### config.mk
export PLATFORM = sky130hd
export DESIGN_NAME = cpx_mult_arbiter_flat
export DESIGN_NICKNAME = d
export VERILOG_FILES = /design/src/rtl/cpx_mult_arbiter_if.sv /design/src/rtl/cpx_mult_arbiter.sv /design/src/flat_wrapper.sv
export SDC_FILE = /design/constraint.sdc
export NUM_CORES = 1
export LEC_CHECK = 0
export CAP_MARGIN = 15
export CELL_PAD_IN_SITES_DETAIL_PLACEMENT = 2
export CELL_PAD_IN_SITES_GLOBAL_PLACEMENT = 2
export CORE_MARGIN = 1
export CORE_UTILIZATION = 23
export DETAILED_ROUTE_END_ITERATION = 16
export PLACE_DENSITY_LB_ADDON = 0.3
export SYNTH_ARGS = -nofsm -noshare
export SYNTH_HDL_FRONTEND = slang
export SYNTH_SLANG_ARGS = --single-unit
### constraint.sdc
create_clock -name clk -period 3.7 [get_ports clk]
set_input_delay 0.555 -clock clk [delete_from_list [all_inputs] [get_ports clk]]
set_output_delay 0.555 -clock clk [all_outputs]
set_load 0.02 [all_outputs]
### src/rtl/cpx_mult_arbiter_if.sv
// Bundle of requester, multiplier and result signals around the complex-multiplier arbiter.
// The slave modport is the arbiter's view; master is the surrounding system's view.
interface cpx_mult_arbiter_if #(
    parameter int x_bits    = 12,
    parameter int y_bits    = 12,
    parameter int out_bits  = 24,
    parameter int tag_depth = 8
);
    localparam int cnt_w = $clog2(tag_depth) + 1;

    logic                       req0_valid;
    logic                       req0_ready;
    logic signed [x_bits-1:0]   req0_xi;
    logic signed [x_bits-1:0]   req0_xq;
    logic signed [y_bits-1:0]   req0_yi;
    logic signed [y_bits-1:0]   req0_yq;

    logic                       req1_valid;
    logic                       req1_ready;
    logic signed [x_bits-1:0]   req1_xi;
    logic signed [x_bits-1:0]   req1_xq;
    logic signed [y_bits-1:0]   req1_yi;
    logic signed [y_bits-1:0]   req1_yq;

    logic                       mul_valid;
    logic                       mul_ready;
    logic signed [x_bits-1:0]   mul_xi;
    logic signed [x_bits-1:0]   mul_xq;
    logic signed [y_bits-1:0]   mul_yi;
    logic signed [y_bits-1:0]   mul_yq;
    logic                       mul_res_valid;
    logic signed [out_bits-1:0] mul_i;
    logic signed [out_bits-1:0] mul_q;

    logic                       res_valid;
    logic                       res_tag;
    logic signed [out_bits-1:0] res_i;
    logic signed [out_bits-1:0] res_q;
    logic [cnt_w-1:0]           inflight;
    logic                       err;

    modport slave (
        input  req0_valid, req0_xi, req0_xq, req0_yi, req0_yq,
        input  req1_valid, req1_xi, req1_xq, req1_yi, req1_yq,
        input  mul_ready, mul_res_valid, mul_i, mul_q,
        output req0_ready, req1_ready,
        output mul_valid, mul_xi, mul_xq, mul_yi, mul_yq,
        output res_valid, res_tag, res_i, res_q, inflight, err
    );

    modport master (
        output req0_valid, req0_xi, req0_xq, req0_yi, req0_yq,
        output req1_valid, req1_xi, req1_xq, req1_yi, req1_yq,
        output mul_ready, mul_res_valid, mul_i, mul_q,
        input  req0_ready, req1_ready,
        input  mul_valid, mul_xi, mul_xq, mul_yi, mul_yq,
        input  res_valid, res_tag, res_i, res_q, inflight, err
    );
endinterface

### src/rtl/cpx_mult_arbiter.sv
// Round-robin arbiter sharing one complex multiplier between two requesters; a tag FIFO
// remembers the owner of each issued product so in-order results are routed back.
module cpx_mult_arbiter #(
    parameter int x_bits    = 12,
    parameter int y_bits    = 12,
    parameter int out_bits  = 24,
    parameter int tag_depth = 8
) (
    input  logic               clk,
    input  logic               rst,
    cpx_mult_arbiter_if.slave  bus
);
    localparam int ptr_w = $clog2(tag_depth);
    localparam int cnt_w = ptr_w + 1;

    logic                       mul_valid_reg;
    logic signed [x_bits-1:0]   xi_reg, xq_reg;
    logic signed [y_bits-1:0]   yi_reg, yq_reg;
    logic                       slot_tag_reg;
    logic                       last_grant_reg;

    logic                       tag_mem [tag_depth];
    logic [ptr_w-1:0]           wr_ptr_reg, rd_ptr_reg;
    logic [cnt_w-1:0]           count_reg;
    logic [cnt_w-1:0]           count_next;

    logic                       res_valid_reg, res_tag_reg, err_reg;
    logic signed [out_bits-1:0] res_i_reg, res_q_reg;

    logic [1:0]                 req_valid;
    logic [1:0]                 req_ready;
    logic                       fire, pop, can_load, load, grant_idx;
    logic signed [x_bits-1:0]   sel_xi, sel_xq;
    logic signed [y_bits-1:0]   sel_yi, sel_yq;

    assign req_valid  = {bus.req1_valid, bus.req0_valid};
    assign fire       = mul_valid_reg & bus.mul_ready;
    assign pop        = bus.mul_res_valid & (count_reg != '0);
    assign count_next = count_reg + cnt_w'(fire) - cnt_w'(pop);

    // The slot may refill in the same cycle it drains, but only if the FIFO keeps room
    // for the new product once it is eventually accepted.
    assign can_load  = ~rst & (~mul_valid_reg | fire) & (count_next < cnt_w'(tag_depth));
    assign grant_idx = (&req_valid) ? ~last_grant_reg : req_valid[1];
    assign load      = can_load & (|req_valid);

    generate
        for (genvar gi = 0; gi < 2; gi++) begin : g_ready
            assign req_ready[gi] = load & (grant_idx == 1'(gi));
        end
    endgenerate

    assign sel_xi = grant_idx ? bus.req1_xi : bus.req0_xi;
    assign sel_xq = grant_idx ? bus.req1_xq : bus.req0_xq;
    assign sel_yi = grant_idx ? bus.req1_yi : bus.req0_yi;
    assign sel_yq = grant_idx ? bus.req1_yq : bus.req0_yq;

    always_ff @(posedge clk) begin
        if (fire) begin
            tag_mem[wr_ptr_reg] <= slot_tag_reg;
        end
    end

    always_ff @(posedge clk) begin
        if (rst) begin
            mul_valid_reg  <= 1'b0;
            xi_reg         <= '0;
            xq_reg         <= '0;
            yi_reg         <= '0;
            yq_reg         <= '0;
            slot_tag_reg   <= 1'b0;
            last_grant_reg <= 1'b1;
            wr_ptr_reg     <= '0;
            rd_ptr_reg     <= '0;
            count_reg      <= '0;
            res_valid_reg  <= 1'b0;
            res_tag_reg    <= 1'b0;
            res_i_reg      <= '0;
            res_q_reg      <= '0;
            err_reg        <= 1'b0;
        end else begin
            if (load) begin
                mul_valid_reg  <= 1'b1;
                xi_reg         <= sel_xi;
                xq_reg         <= sel_xq;
                yi_reg         <= sel_yi;
                yq_reg         <= sel_yq;
                slot_tag_reg   <= grant_idx;
                last_grant_reg <= grant_idx;
            end else if (fire) begin
                mul_valid_reg  <= 1'b0;
            end

            if (fire) begin
                wr_ptr_reg <= wr_ptr_reg + ptr_w'(1);
            end
            if (pop) begin
                rd_ptr_reg  <= rd_ptr_reg + ptr_w'(1);
                res_tag_reg <= tag_mem[rd_ptr_reg];
                res_i_reg   <= bus.mul_i;
                res_q_reg   <= bus.mul_q;
            end
            count_reg     <= count_next;
            res_valid_reg <= pop;

            // A result with nothing outstanding is unattributable; flag it and drop it.
            if (bus.mul_res_valid && count_reg == '0) begin
                err_reg <= 1'b1;
            end
        end
    end

    assign bus.req0_ready = req_ready[0];
    assign bus.req1_ready = req_ready[1];
    assign bus.mul_valid  = mul_valid_reg;
    assign bus.mul_xi     = xi_reg;
    assign bus.mul_xq     = xq_reg;
    assign bus.mul_yi     = yi_reg;
    assign bus.mul_yq     = yq_reg;
    assign bus.res_valid  = res_valid_reg;
    assign bus.res_tag    = res_tag_reg;
    assign bus.res_i      = res_i_reg;
    assign bus.res_q      = res_q_reg;
    assign bus.inflight   = count_reg + cnt_w'(mul_valid_reg);
    assign bus.err        = err_reg;
endmodule

### src/flat_wrapper.sv
// flat-port wrapper written by rule: the top's interface ports become plain ports
module cpx_mult_arbiter_flat 
#(
    parameter int x_bits    = 12,
    parameter int y_bits    = 12,
    parameter int out_bits  = 24,
    parameter int tag_depth = 8
)
  (clk, rst, bus_req0_valid, bus_req0_xi, bus_req0_xq, bus_req0_yi, bus_req0_yq, bus_req1_valid, bus_req1_xi, bus_req1_xq, bus_req1_yi, bus_req1_yq, bus_mul_ready, bus_mul_res_valid, bus_mul_i, bus_mul_q, bus_req0_ready, bus_req1_ready, bus_mul_valid, bus_mul_xi, bus_mul_xq, bus_mul_yi, bus_mul_yq, bus_res_valid, bus_res_tag, bus_res_i, bus_res_q, bus_inflight, bus_err);
  cpx_mult_arbiter_if #(.x_bits(x_bits), .y_bits(y_bits), .out_bits(out_bits), .tag_depth(tag_depth)) bus_i ();
  input  logic clk;
  input  logic rst;
  input wire logic [$bits(bus_i.req0_valid)-1:0] bus_req0_valid;
  input wire logic [$bits(bus_i.req0_xi)-1:0] bus_req0_xi;
  input wire logic [$bits(bus_i.req0_xq)-1:0] bus_req0_xq;
  input wire logic [$bits(bus_i.req0_yi)-1:0] bus_req0_yi;
  input wire logic [$bits(bus_i.req0_yq)-1:0] bus_req0_yq;
  input wire logic [$bits(bus_i.req1_valid)-1:0] bus_req1_valid;
  input wire logic [$bits(bus_i.req1_xi)-1:0] bus_req1_xi;
  input wire logic [$bits(bus_i.req1_xq)-1:0] bus_req1_xq;
  input wire logic [$bits(bus_i.req1_yi)-1:0] bus_req1_yi;
  input wire logic [$bits(bus_i.req1_yq)-1:0] bus_req1_yq;
  input wire logic [$bits(bus_i.mul_ready)-1:0] bus_mul_ready;
  input wire logic [$bits(bus_i.mul_res_valid)-1:0] bus_mul_res_valid;
  input wire logic [$bits(bus_i.mul_i)-1:0] bus_mul_i;
  input wire logic [$bits(bus_i.mul_q)-1:0] bus_mul_q;
  output wire logic [$bits(bus_i.req0_ready)-1:0] bus_req0_ready;
  output wire logic [$bits(bus_i.req1_ready)-1:0] bus_req1_ready;
  output wire logic [$bits(bus_i.mul_valid)-1:0] bus_mul_valid;
  output wire logic [$bits(bus_i.mul_xi)-1:0] bus_mul_xi;
  output wire logic [$bits(bus_i.mul_xq)-1:0] bus_mul_xq;
  output wire logic [$bits(bus_i.mul_yi)-1:0] bus_mul_yi;
  output wire logic [$bits(bus_i.mul_yq)-1:0] bus_mul_yq;
  output wire logic [$bits(bus_i.res_valid)-1:0] bus_res_valid;
  output wire logic [$bits(bus_i.res_tag)-1:0] bus_res_tag;
  output wire logic [$bits(bus_i.res_i)-1:0] bus_res_i;
  output wire logic [$bits(bus_i.res_q)-1:0] bus_res_q;
  output wire logic [$bits(bus_i.inflight)-1:0] bus_inflight;
  output wire logic [$bits(bus_i.err)-1:0] bus_err;
  assign bus_i.req0_valid = bus_req0_valid;
  assign bus_i.req0_xi = bus_req0_xi;
  assign bus_i.req0_xq = bus_req0_xq;
  assign bus_i.req0_yi = bus_req0_yi;
  assign bus_i.req0_yq = bus_req0_yq;
  assign bus_i.req1_valid = bus_req1_valid;
  assign bus_i.req1_xi = bus_req1_xi;
  assign bus_i.req1_xq = bus_req1_xq;
  assign bus_i.req1_yi = bus_req1_yi;
  assign bus_i.req1_yq = bus_req1_yq;
  assign bus_i.mul_ready = bus_mul_ready;
  assign bus_i.mul_res_valid = bus_mul_res_valid;
  assign bus_i.mul_i = bus_mul_i;
  assign bus_i.mul_q = bus_mul_q;
  assign bus_req0_ready = bus_i.req0_ready;
  assign bus_req1_ready = bus_i.req1_ready;
  assign bus_mul_valid = bus_i.mul_valid;
  assign bus_mul_xi = bus_i.mul_xi;
  assign bus_mul_xq = bus_i.mul_xq;
  assign bus_mul_yi = bus_i.mul_yi;
  assign bus_mul_yq = bus_i.mul_yq;
  assign bus_res_valid = bus_i.res_valid;
  assign bus_res_tag = bus_i.res_tag;
  assign bus_res_i = bus_i.res_i;
  assign bus_res_q = bus_i.res_q;
  assign bus_inflight = bus_i.inflight;
  assign bus_err = bus_i.err;
  cpx_mult_arbiter #(.x_bits(x_bits), .y_bits(y_bits), .out_bits(out_bits), .tag_depth(tag_depth)) u_core (.clk(clk), .rst(rst), .bus(bus_i));
endmodule
* Word-level counts from Yosys, hierarchy flattened
Memories as Yosys holds them, arrays and structs flattened. A register that Yosys moved wholly into a read port is not among the register bits.
Cells that the tools add are included.
** Storage, ports and cells
- Word-level logic and storage cells :: 48
- Bits in registers :: 111
- Bits in writable memories :: 8
- Memories kept :: 1
- Latch bits :: 0
- ROM bits :: 0
** Operators by class
- Reductions and logical operators :: 6
- Mux-type cells :: 9
- Eq/ne operators :: 0
- Divide/modulo/power cells :: 0
- Multiply operators :: 0
- Shift operators :: 0
- Magnitude comparators :: 1
- Add/subtract/negate cells :: 5
- Bitwise gates (word level) :: 12
** Memories
- u_core.tag_mem :: words 8, width 1, rd ports 1, clocked after Yosys merged registers in 1, write ports 1, line cpx_mult_arbiter.sv:22 : logic tag_mem [tag_depth];
** Operators with widths (number)
- 12-bit two-way mux :: 4
- 4-bit by 1-bit adder with 4-bit output :: 2
- 1-bit AND :: 7
- 3-bit by 1-bit adder with 3-bit output, second input constant :: 2
- 1-bit two-way mux :: 5
- 4-bit logical NOT :: 1
- 4-bit less-than comparator, second input constant :: 1
- 1-bit NOT :: 4
- 4-bit nonzero test :: 1
- 4-bit by 1-bit subtractor with 4-bit output :: 1
- 2-bit AND reduction :: 1
- 2-bit nonzero test :: 1
- 2-bit OR reduction :: 1
- 1-bit logical AND :: 1
- 1-bit bitwise OR :: 1

* Logic depth before layout (Yosys ltp)
- Depth after elaboration :: 7
- Gate-level depth with buffers :: 15

* Worst setup path after synthesis
Ideal clock, no wire load.
- Kind :: flip-flop to output port
- Start :: register u_core.count_reg[2]
- End :: output bus_req0_ready
- Path slack :: 0.047 ns
- Arrival time :: 3.098 ns
- Stages on the path, launching flop included :: 16
- Path through :: dfxtp_1 -> inv_1 -> ha_1 -> or3b_1 -> nand2_1 -> inv_2 -> buf_2 -> ha_1 -> inv_1 -> ha_1 -> a21o_1 -> a21oi_2 -> mux2_2 -> buf_6 -> buf_6 -> a21oi_1
** On the way
- Cells in the longest elaborated chain, start to end :: 7
- Elaborated cells between the ends (all ways) :: 8
** RTL lines
- start, declared :: line cpx_mult_arbiter.sv:24 : logic [cnt_w-1:0] count_reg;
- start signal, assigned :: line cpx_mult_arbiter.sv:103 : count_reg <= count_next;
- 4-bit nonzero test :: line cpx_mult_arbiter.sv:38 : assign pop = bus.mul_res_valid & (count_reg != '0);
- 1-bit AND :: line cpx_mult_arbiter.sv:38
- via u_core.pop :: line cpx_mult_arbiter.sv:32 : logic fire, pop, can_load, load, grant_idx;
- 4-bit by 1-bit subtractor with 4-bit output :: line cpx_mult_arbiter.sv:39 : assign count_next = count_reg + cnt_w'(fire) - cnt_w'(pop);
- 4-bit less-than comparator :: line cpx_mult_arbiter.sv:43 : assign can_load = ~rst & (~mul_valid_reg | fire) & (count_next < cnt_w'(tag_depth));
- 1-bit AND :: line cpx_mult_arbiter.sv:43
- 1-bit AND :: line cpx_mult_arbiter.sv:45 : assign load = can_load & (|req_valid);
- 1-bit AND :: line cpx_mult_arbiter.sv:49 : assign req_ready[gi] = load & (grant_idx == 1'(gi));
- end, declared :: line flat_wrapper.sv:27 : output wire logic [$bits(bus_i.req0_ready)-1:0] bus_req0_ready;
The timed path passes the listed nets, and every way through them passes these cells.

* Final worst setup path
- Start :: register u_core.count_reg[2]
- End :: output bus_req0_ready
** On the way
- Cells in the longest elaborated chain, start to end :: 7
- Elaborated cells between the ends (all ways) :: 8
** RTL lines (line)
- parallel branches: the longest is 2 deep, another holds 4-bit by 1-bit adder with 4-bit output
- 4-bit by 1-bit subtractor with 4-bit output * :: cpx_mult_arbiter.sv:39
- 4-bit less-than comparator * :: cpx_mult_arbiter.sv:43
- 1-bit AND * :: cpx_mult_arbiter.sv:43
- 1-bit AND * :: cpx_mult_arbiter.sv:45
- 1-bit AND * :: cpx_mult_arbiter.sv:49
Mark *: on every way between the ends.

==> impl_metrics.ini <==
[run_status]
run_status = finished, final reports clean

[timing]
period_share_pct = 95.8
slew_violations = 0
tns_ns = 0
fmax_ghz = 0.282
rsz0062_at_grt = no
fin_hold_ws_ns = 0.458
finalHoldViolCount = 0
timing.slew.headroom_pct = 28.2
fin_skew_ns = 0.00932
min_period_ns = 3.55
tightest_slew_ns = 1.08
setup_violations = 0

[clock_tree]
clkTransAtPathRegs_ns = 0.06
clock_latency_ns = 0.41
cts_made_buffers = 17
htreeDepth = 4
clockBufferDepth = 2
cts_sinks = 120
cts_root_buffer = clkbuf_16
postCtsHoldBufs = 0
cts_tree = done

[yosys]
synth.distinct_cells = 31
yosysWarnings = 0
synth_top_cell_area_share_pct = 43.8
synth_area_leader_cell = dfxtp_1
synth-seq-cells = 120
synth_area_leaders = dfxtp_1 44%, mux2i_1 19%, nand2_1 7.9%
syn-num-nets = 685
synthesis.area_sq_um = 5110
avgSynthCellArea_sq_um = 9.76
netlist_instances = 524
ys_seq_area_share_pct = 48.5

[routing]
firstDrtPassIters = 4
via_per_inst = 4.35
drc = 0
wl_um = 17200
drtAntennaViolNets = 0
dr_total_vias = 4650
wl_per_cell_um = 16.0
drt-initial-drc-count = 75

[global_route]
grt_pass1_wl_um = 26200
gr-total-overflow = 0
grt_pass1_vias = 5165
antenna_found_initial = 0
grt_max_degree = 113
grt_use_total_pct = 15.1

[power_and_ir_drop]
static-leakage-power_nw = 3.62
total_power_mw = 6.42
peakVddDrop_mv = 0.355
power.density_nw_per_um2 = 749

[die]
std_cell_rows = 54
initial_core_util_pct = 23.4
die_x_um = 151
dieArea_sq_um = 22800
die_h_um = 151
ioPinCount = 256
core_area_sq_um = 21800

[finish]
final_cells = 1070
final_cell_mix = 252 x clkdlybuf4s50_1, 111 x dfxtp_1, 105 x nand2_1
diodes = 0
finalNetCount = 938
regArea_sq_um = 2490
multi_input_area_sq_um = 2460
drive_gt1_share_pct = 7.59
n_fill_cell = 2324
final_common_cell = clkdlybuf4s50_1
syn_to_final_growth_pct = 67.5

[setup_path]
path_class = register to output pin
r2r_end = u_core.bus.mul_xq[0]
reg2reg_depth = 13
cp_slowest_cell = or3b_4
path_cells = inv_2 -> ha_4 -> or3b_4 -> nand2_4 -> inv_2 -> ha_1 -> inv_2 -> ha_1 -> a21o_1 -> a21oi_2 -> mux2_4 -> a21oi_2 -> buf_4
cp_slowest_stage_delay_ns = 0.39
critPathLaunchType = register
cp.arrival_ns = 2.99
crit_path_frequent_cell = inv_2
rrSetupSlack_ns = 0.45
end_kind = output pin
critPathRequiredTime_ns = 3.14
crit_cells = 13
r2r_start = u_core.count_reg[2]
crit_buf_inv = 4
critical_path_peak_fanout = 3
critPathTopFamily = adder cells

[min_path]
hold_path.class = register to register
min_to = u_core.bus.res_q[22]
min_from = u_core.bus.res_q[22]
whs_path_depth = 2

[placement]
dp_hpwl_um = 12800
placed_cells = 1036
place_congestion = 0.737
io_buffers = 255

[job]
maxCapViolations = 0
-- cells in the mapped netlist (all sizes together) --
library cell / n
buf: 18
nor4: 1
fa: 1
dfxtp: 112
o21ai: 1
xnor2: 4
nor3: 4
nand2b: 52
a21o: 1
nand2: 107
a41oi: 1
ha: 10
or3b: 1
a211oi: 1
edfxtp: 8
mux4: 2
o21ba: 1
clkbuf: 15
a21oi: 52
nor2: 14
mux2: 1
mux2i: 99
nor2b: 2
nand3: 3
nand3b: 1
inv: 8
xor2: 4
-- per-layer routing --
metal	wire [um]	track usage, %	up-vias
met5	0	0	-
met2	8290	25.6	191
met1	6870	16.5	2188
met3	1840	7.11	14
li1	-	-	2257
met4	165	5.10	0
-- logic make-up after synthesis --
logic type / count (synthesis) / synth area share, %
multiplexers: 102 / 20.5
flip-flops: 120 / 48.5
AO/OA/AOI/OAI: 57 / 6.04
AND/OR/NAND/NOR: 185 / 16.6
buffers and inverters: 41 / 4.13
adder cells (fa/ha/maj): 11 / 2.84
XOR/XNOR: 8 / 1.37
-- worst min-delay path: stages, from the launching register on --
cell     delay [ns]
dfxtp_1        0.31
nand2_1        0.05
a21oi_1        0.05
-- report_power, final --
part / switching (mW) / internal [mW] / total [mW] / leakage [nW]
clock network: 0.592 / 1.10 / 1.69 / 0.292
registers: 0.231 / 1.71 / 1.94 / 0.995
logic: 1.45 / 1.34 / 2.79 / 2.34
total: 2.27 / 4.15 / 6.42 / 3.62
-- stage by stage --
| stage | util, % | setup WS, ns | area [sq um] |
|---|---|---|---|
| after floorplan | - | 0.0475 | 5110 |
| after CTS | 39.0 | 0.0216 | 8520 |
| after global placement | 36.3 | -0.00475 | 7910 |
| after detailed placement | 36.3 | -0.0783 | 7910 |
| after global routing | 39.3 | 0.0166 | 8570 |
| final | 39.3 | 0.154 | 8570 |
-- worst max path at each step --
stage | startpoint | endpoint | slack (ns)
after CTS | u_core.count_reg[2] | bus_req0_ready | 0.02
after floorplan | u_core.count_reg[2] | bus_req0_ready | 0.05
final | u_core.count_reg[2] | bus_req0_ready | 0.15
after global routing | u_core.count_reg[2] | bus_req0_ready | 0.02
after detailed placement | bus_mul_res_valid | bus_req0_ready | -0.08
after global placement | bus_mul_res_valid | bus_req0_ready | -0.005
-- cell type report --
cell class                 count  area share [%]
timing repair buffer         267            30.8
sequential                   120            29.0
multi-input combinational    363            28.7
clock buffer                  21            5.39
tap                          280            4.09
clock inverter                11            1.71
inverter                       8           0.350
-- timing repair --
| action | 4_1_cts | 5_1_grt |
|---|---|---|
| hold endpoints to repair | 0 | 0 |
| resized for setup | 10 | 12 |
| setup endpoints to repair | 2 | 2 |
| pin swaps | 1 | 3 |
| buffers inserted | 0 | 2 |
Power figures use the tool's default switching activity.
